$ cat config.mk
export PLATFORM = sky130hd
export DESIGN_NAME = store_lane_aligner
export DESIGN_NICKNAME = d
export VERILOG_FILES = /design/src/rtl/store_lane_aligner.sv
export SDC_FILE = /design/constraint.sdc
export NUM_CORES = 1
export LEC_CHECK = 0
export ABC_AREA = 1
export CAP_MARGIN = 20
export CORE_MARGIN = 8
export CORE_UTILIZATION = 41
export CTS_BUF_LIST = sky130_fd_sc_hd__clkbuf_8
export CTS_CLUSTER_DIAMETER = 150
export DETAILED_ROUTE_END_ITERATION = 10
export PLACE_DENSITY = 0.63
export SYNTH_ARGS = -nofsm -noshare
export SYNTH_HDL_FRONTEND = slang
export SYNTH_SLANG_ARGS = --single-unit
$ cat constraint.sdc
create_clock -name clk -period 2.4 [get_ports clk]
set_input_delay 0.24 -clock clk [delete_from_list [all_inputs] [get_ports clk]]
set_output_delay 0.24 -clock clk [all_outputs]
set_load 0.02 [all_outputs]
$ cat src/rtl/store_lane_aligner.sv
// Store/load lane aligner: turns one right-justified LSU request into one or two
// line-aligned bus beats with per-byte enables and lane-shifted data.
module store_lane_aligner #(
    parameter int BUS_BYTES = 16,
    parameter int ADDR_W    = 32,
    localparam int LOG_BB   = $clog2(BUS_BYTES)
) (
    input  logic                     clk,
    input  logic                     rst,
    input  logic                     req_valid,
    output logic                     req_ready,
    input  logic [ADDR_W-1:0]        req_addr,
    input  logic [2:0]               req_size,
    input  logic                     req_write,
    input  logic [8*BUS_BYTES-1:0]   req_wdata,
    output logic                     bus_valid,
    input  logic                     bus_ready,
    output logic [ADDR_W-1:0]        bus_addr,
    output logic [BUS_BYTES-1:0]     bus_be,
    output logic [8*BUS_BYTES-1:0]   bus_wdata,
    output logic                     bus_write,
    output logic                     bus_last,
    output logic                     bus_split,
    output logic                     err_size
);

    localparam int DW = 8 * BUS_BYTES;

    localparam logic [1:0] IDLE  = 2'd0;
    localparam logic [1:0] BEAT0 = 2'd1;
    localparam logic [1:0] BEAT1 = 2'd2;

    logic [1:0]              state_reg, state_next;
    logic                    valid_reg, valid_next;
    logic [ADDR_W-1:0]       addr_reg, addr_next;
    logic [BUS_BYTES-1:0]    be_reg, be_next;
    logic [BUS_BYTES-1:0]    be_hi_reg, be_hi_next;
    logic [DW-1:0]           wdata_reg, wdata_next;
    logic [DW-1:0]           wdata_hi_reg, wdata_hi_next;
    logic                    write_reg, write_next;
    logic                    last_reg, last_next;
    logic                    split_reg, split_next;
    logic                    err_reg, err_next;

    logic                    accept;
    logic [31:0]             n_bytes;
    logic                    size_legal;
    logic [LOG_BB-1:0]       off;
    logic [BUS_BYTES-1:0]    lane_keep;
    logic [DW-1:0]           wdata_masked;
    logic [2*BUS_BYTES-1:0]  mask2;
    logic [2*DW-1:0]         data2;
    logic                    split;
    logic [ADDR_W-1:0]       line_addr;

    assign req_ready  = (state_reg == IDLE) && !rst;
    assign accept     = req_valid && req_ready;
    assign n_bytes    = 32'd1 << req_size;
    assign size_legal = n_bytes <= 32'(BUS_BYTES);
    assign off        = req_addr[LOG_BB-1:0];
    assign line_addr  = {req_addr[ADDR_W-1:LOG_BB], {LOG_BB{1'b0}}};

    // Keep only the low n bytes of the request; anything above is forced to zero.
    genvar gi;
    generate
        for (gi = 0; gi < BUS_BYTES; gi++) begin : g_lane
            assign lane_keep[gi] = 32'(gi) < n_bytes;
            assign wdata_masked[8*gi +: 8] = lane_keep[gi] ? req_wdata[8*gi +: 8] : 8'h00;
        end
    endgenerate

    assign mask2 = {{BUS_BYTES{1'b0}}, lane_keep} << off;
    assign data2 = {{DW{1'b0}}, wdata_masked} << {off, 3'b000};
    assign split = (32'(off) + n_bytes) > 32'(BUS_BYTES);

    always_comb begin
        state_next    = state_reg;
        valid_next    = valid_reg;
        addr_next     = addr_reg;
        be_next       = be_reg;
        be_hi_next    = be_hi_reg;
        wdata_next    = wdata_reg;
        wdata_hi_next = wdata_hi_reg;
        write_next    = write_reg;
        last_next     = last_reg;
        split_next    = split_reg;
        err_next      = 1'b0;
        case (state_reg)
            IDLE: begin
                if (accept) begin
                    if (!size_legal) begin
                        err_next = 1'b1;
                    end else begin
                        state_next    = BEAT0;
                        valid_next    = 1'b1;
                        addr_next     = line_addr;
                        be_next       = mask2[BUS_BYTES-1:0];
                        be_hi_next    = mask2[2*BUS_BYTES-1:BUS_BYTES];
                        wdata_next    = data2[DW-1:0];
                        wdata_hi_next = data2[2*DW-1:DW];
                        write_next    = req_write;
                        last_next     = !split;
                        split_next    = split;
                    end
                end
            end
            BEAT0: begin
                if (bus_ready) begin
                    if (split_reg) begin
                        state_next = BEAT1;
                        addr_next  = addr_reg + ADDR_W'(BUS_BYTES);
                        be_next    = be_hi_reg;
                        wdata_next = wdata_hi_reg;
                        last_next  = 1'b1;
                    end else begin
                        state_next = IDLE;
                        valid_next = 1'b0;
                    end
                end
            end
            BEAT1: begin
                if (bus_ready) begin
                    state_next = IDLE;
                    valid_next = 1'b0;
                end
            end
            default: begin
                state_next = IDLE;
                valid_next = 1'b0;
            end
        endcase
    end

    always_ff @(posedge clk) begin
        if (rst) begin
            state_reg    <= IDLE;
            valid_reg    <= 1'b0;
            addr_reg     <= '0;
            be_reg       <= '0;
            be_hi_reg    <= '0;
            wdata_reg    <= '0;
            wdata_hi_reg <= '0;
            write_reg    <= 1'b0;
            last_reg     <= 1'b0;
            split_reg    <= 1'b0;
            err_reg      <= 1'b0;
        end else begin
            state_reg    <= state_next;
            valid_reg    <= valid_next;
            addr_reg     <= addr_next;
            be_reg       <= be_next;
            be_hi_reg    <= be_hi_next;
            wdata_reg    <= wdata_next;
            wdata_hi_reg <= wdata_hi_next;
            write_reg    <= write_next;
            last_reg     <= last_next;
            split_reg    <= split_next;
            err_reg      <= err_next;
        end
    end

    assign bus_valid = valid_reg;
    assign bus_addr  = addr_reg;
    assign bus_be    = be_reg;
    assign bus_wdata = wdata_reg;
    assign bus_write = write_reg;
    assign bus_last  = last_reg;
    assign bus_split = split_reg;
    assign err_size  = err_reg;

endmodule

Word-level counts from Yosys, hierarchy flattened --
Cells that the tools add are included. Widths: inputs -> output; s select.
Word-level totals: word-level logic and storage cells 104, register bits after elaboration 327, output and inout port bits 182, input port bits 168
Cells by class: equality and inequality tests 8, bitwise operators 2, multiplexer cells 49, reduce and logical (&&, ||, !) cells 11, $add $sub $neg 2, order comparisons 18, shifts and indexed selects 3
Operator list (number):
- $mux 128 | 4
- $lt 4x32->1 const A | 8
- $pmux 128 s2 | 1
- $shl 128x7->256 | 1
- $lt 3x32->1 const A | 4
- $mux 32 | 4
- $mux 8 | 16
- $lt 1x32->1 const A | 2
- $lt 2x32->1 const A | 2
- $mux 16 | 4
- $pmux 32 s2 | 1
- $add 32x5->32 const B | 1
- $add 4x32->32 | 1
- $gt 32x5->1 const B | 1
- $le 32x5->1 const B | 1
- $pmux 16 s2 | 1
- $shl 1x3->32 const A | 1
- $shl 16x4->32 | 1
- $ne 2x2->1 const B | 6
- $mux 1 | 10
- $mux 2 | 5
- $reduce_and 5->1 | 2
- $pmux 2 s3 | 1
- $reduce_and 4->1 | 1
- other kinds (11) | 14

Longest topological paths before layout --
depth after elaboration 7, depth in mapped cells 18, gate-level depth less buffers 16

Worst setup path before layout --
No wires, ideal clock.
path type register -> register, from register addr_reg[4], in the netlist bus_addr[4], to register addr_reg[28], in the netlist bus_addr[28], cell stages (with the launch flop) 11, path buffers 0, library setup time 132 ps, required time 2268 ps, clock period less this slack 1844 ps, slack 556 ps, arrival time 1712 ps, cells stage by stage dfxtp_1 > ha_1 > nand3_1 > nor2_1 > nand2_1 > nor2_1 > nand2_1 > nand2_1 > nand3_1 > nand2_1 > a21oi_1
On the way: cells in the longest elaborated chain, start to end 4
Ends and longest elaborated chain:
- from (decl) | RTL line 35 | logic [ADDR_W-1:0] addr_reg, addr_next;
- from (signal assigned) | RTL line 150 | addr_reg <= addr_next;
- $add 32x5->32 | RTL line 111 | addr_next = addr_reg + ADDR_W'(BUS_BYTES);
- $mux 32 | RTL line 109 | if (split_reg) begin
- $mux 32 | RTL line 108 | if (bus_ready) begin
- $pmux 32 s2 | RTL line 88 | case (state_reg)
No other way between the ends. The select of a mux whose other input is x is not followed. A chain may end at the register's enable or synchronous reset.

Worst setup path after layout --
from input req_size[1], to register wdata_reg[62], in the netlist bus_wdata[62]
On the way: cells in the longest elaborated chain, start to end 7, elaborated cells on any way between the ends 40, those cells by class order compare: 17; eq/ne: 1; shift: 2; mux: 19; reduce/logical: 1
Ends and longest elaborated chain:
- from (decl) | RTL line 13 | input logic [2:0] req_size,
- $shl 1x3->32 * | RTL line 58 | assign n_bytes = 32'd1 << req_size;
- $lt 1x32->1 (tied with other cells) | RTL line 67 | assign lane_keep[gi] = 32'(gi) < n_bytes;
- $mux 8 | RTL line 68 | assign wdata_masked[8*gi +: 8] = lane_keep[gi] ? req_wdata[8*gi +: 8] : 8'h00;
- $shl 128x7->256 | RTL line 73 | assign data2 = {{DW{1'b0}}, wdata_masked} << {off, 3'b000};
- $mux 128 | RTL line 91 | if (!size_legal) begin
- $mux 128 | RTL line 90 | if (accept) begin
- $pmux 128 s2 | RTL line 88
- to (signal assigned) | RTL line 153 | wdata_reg <= wdata_next;
- to (decl) | RTL line 38 | logic [DW-1:0] wdata_reg, wdata_next;
Every way passes the cells marked *; elsewhere a longest branch is shown, timed or not. The select of a mux whose other input is x is not followed.

==> impl_metrics.env <==
export IMPL_outcome="completed"
export IMPL_final_util_pct=56.5
export IMPL_numClockSinks=314
export IMPL_critPathLaunchType="input port"
export IMPL_holdWs_ps=81.2
export IMPL_async_reset_ff_share_pct=0
export IMPL_nets=3836
export IMPL_grt_pass1_vias=23600
export IMPL_ys_seq_area_share_pct=32.3
export IMPL_maxSlewHeadroom_pct=21.8
export IMPL_hold_viol=0
export IMPL_viasPerCell=5.83
export IMPL_synth_distinct_cells=55
export IMPL_routedWlPerCell_um=24.1
export IMPL_synth_most_common_cell="nand2_1"
export IMPL_cp_arrival_ps=2810
export IMPL_dr_first_iter_drc_count=3324
export IMPL_ys_ff_latch=314
export IMPL_rows=80
export IMPL_cp_startpoint="req_size[1]"
export IMPL_grt_pass1_wl_um=152000
export IMPL_seq_power_share_pct=37.7
export IMPL_pre_cts_ws_ps=-413
export IMPL_hold_buffers=0
export IMPL_ir_worst_vdd_uv=325
export IMPL_clockPowerShare_pct=34.6
export IMPL_max_cap_violations=0
export IMPL_internal_power_mw=9.84
export IMPL_cts_setup_buffers=0
export IMPL_maxUsedRoutingLayer="met5"
export IMPL_syn_to_final_growth_pct=37.5
export IMPL_yosys_top_cells_count="nand2_1 (979), o21ai_0 (330), dfxtp_1 (314)"
export IMPL_crit_buf_inv=4
export IMPL_routabilityCongestion=1.09
export IMPL_wl_met3_um=11600
export IMPL_drcViolationCount=0
export IMPL_r2r_cells=9
export IMPL_path_max_fanout=11
export IMPL_dp_cells=4224
export IMPL_dpl_instance_area_um2=25700
export IMPL_min_path_cells=4
export IMPL_firstDrtPassIters=8
export IMPL_grt_setup_unrepaired="false"
export IMPL_cpPeakStageDelay_ps=640
export IMPL_fin_crit_sh_pct=92.6
export IMPL_cts_buffer_depth=3
export IMPL_grt_overflow=0
export IMPL_tns_ps=0
export IMPL_p_sw_share_pct=33.9
export IMPL_worstHoldPathType="in2reg"
export IMPL_tritoncts="done"
export IMPL_crit_family="buffers and inverters"
export IMPL_antenna_found_initial=1
export IMPL_p_total_mw=14.9
export IMPL_clk_pin_slew_ps=60
export IMPL_num_vias=25100
export IMPL_holdPathEnd="bus_wdata[30]"
export IMPL_crit_path_cell_trace="clkdlybuf4s50_1 -> buf_4 -> nor2_4 -> buf_4 -> nand2_2 -> buf_4 -> nand2_1 -> nand2_1 -> o21ai_0 -> nand2_1 -> nand2_1 -> o21ai_0 -> nand2_1 -> a21oi_1"
export IMPL_io_buffers=345
export IMPL_switchingPower_mw=5.05
export IMPL_die_x_um=234
export IMPL_worst_slew_pin_slew_ps=1170
export IMPL_fin_crit_ps=2220
export IMPL_grt_max_degree=113
export IMPL_clock_fmax_mhz=450
export IMPL_route_met2_wl_um=44100
export IMPL_die_area_um2=54700
export IMPL_largest_reg_flops=128
export IMPL_report_final_slew_viol_count=0
export IMPL_layout_drive_gt1_share_pct=14.4
export IMPL_die_y_um=234
export IMPL_wl_um=104000
export IMPL_holdCritStartpoint="req_addr[2]"
export IMPL_drt_met1_wl_um=42100
export IMPL_synth_cells=3156
export IMPL_rrSetupSlack_ps=230
export IMPL_r2r_end="bus_wdata[51]"
export IMPL_synth_edf_count=0
export IMPL_cts_resized=1
export IMPL_p_leak_nw=11.5
export IMPL_core_area_um2=47300
export IMPL_cts_made_buffers=53
export IMPL_end_kind="register"
export IMPL_yosys_top_cells_area="dfxtp_1 (32%), nand2_1 (19%), o21ai_0 (8.5%)"
export IMPL_setup_ws_ps=176
export IMPL_io_pins=350
export IMPL_setup_viol=0
export IMPL_htreeDepth=2
export IMPL_syn_area_per_cell_um2=6.17
export IMPL_worstSkewPairLatency_ps=660
export IMPL_yosysTopAreaCellShare_pct=32.3
export IMPL_ant_nets=0
export IMPL_hpwlAfterDp_um=79800
export IMPL_reg2reg_from="state_reg[1]"
export IMPL_ctsRootBufferMaster="clkbuf_8"
export IMPL_fin_skew_ps=32.2
export IMPL_start_util_pct=41.1
export IMPL_synth_flop_cell="dfxtp_1"
export IMPL_antennaDiodeCount=0
export IMPL_grt_usage_pct=36.7
export IMPL_fin_area_um2=26800
export IMPL_p_per_area_nw_per_um2=557
export IMPL_pwr_share_comb_pct=27.7
export IMPL_synth_top_area_cell="dfxtp_1"
export IMPL_critPathSlowestCell="o21ai_0"
export IMPL_critPathRequiredTime_ps=2980
export IMPL_stdcell_count=4315
export IMPL_critPathKind="in2reg"
export IMPL_synth_area_um2=19500
export IMPL_path_common_cell="nand2_1"
export IMPL_ys_warn_count=0
[worst max-delay path by stage]
stage	end	slack, ps	depth (start not counted)
6_report	bus_wdata[62]	180	14
5_1_grt	bus_wdata[62]	20	14
4_1_cts	req_ready	250	4
3_5_place_dp	bus_wdata[62]	-410	14
3_3_place_gp	bus_wdata[90]	-370	13
2_1_floorplan	bus_addr[28]	560	10
[layout by cell type, fill, tap and decap left out, drive strengths merged, types with 5 or more instances in the layout]
cell / synthesis / final
nand2: 984 / 984
o21ai: 372 / 372
buf: 112 / 361
clkdlybuf4s50: 0 / 339
dfxtp: 314 / 314
nor2: 258 / 258
a21oi: 246 / 246
nand3: 212 / 212
inv: 182 / 198
a31oi: 91 / 91
clkbuf: 139 / 63
o211ai: 59 / 59
or2: 49 / 49
o22ai: 16 / 16
nor3: 15 / 15
mux2i: 12 / 12
a22oi: 11 / 11
clkinv: 2 / 10
nand4: 9 / 9
o21a: 8 / 8
a2bb2oi: 8 / 8
nand3b: 7 / 7
and2: 6 / 6
o221a: 6 / 6
a211oi: 6 / 6
xor2: 5 / 5
[routing by layer]
| layer | vias up | track usage [%] |
|---|---|---|
| li1 | 11500 | - |
| met1 | 11700 | 48.8 |
| met2 | 1720 | 55.7 |
| met3 | 274 | 7.96 |
| met4 | 2 | 18.5 |
| met5 | - | 0 |
[worst register-to-register path: stages, from the launching register on]
cell     delay [ps]
dfxtp_1         350
nor2_1          220
nand3_2         160
nor2_4          190
buf_4           160
nand2_1         160
inv_2           130
buf_12          240
nand3_1         280
a31oi_1         200
[cells by family (layout without fill, tap and decap cells)]
kind of cell	count (synthesis)	after routing	share of synthesized area [%]
fa+ha+maj	4	4	0.257
mux	12	12	0.617
compound gates	841	841	24.3
flops	314	314	32.3
buf+inv	435	976	9.53
simple gates	1542	1542	32.7
xor+xnor	7	7	0.315
other cells	1	4	0.0193
[final cells by class]
type,count,area [µm²]
inverters,184,694
multi-input cells,2410,11300
flip-flops and latches,314,6290
fillers,4696,20600
well taps,615,769
clock buffers,63,867
clock inverters,28,233
repair buffers,701,6580
[power groups by stage]
stage	logic [mW]	clock network [mW]	registers, mW
after floorplan	1.69	0	5.84
after global placement	4.00	0	5.72
after detailed placement	4.01	0	5.72
after CTS	4.02	5.18	5.61
after global routing	4.34	5.40	5.63
final	4.12	5.15	5.62
Power figures use the tool's default switching activity.
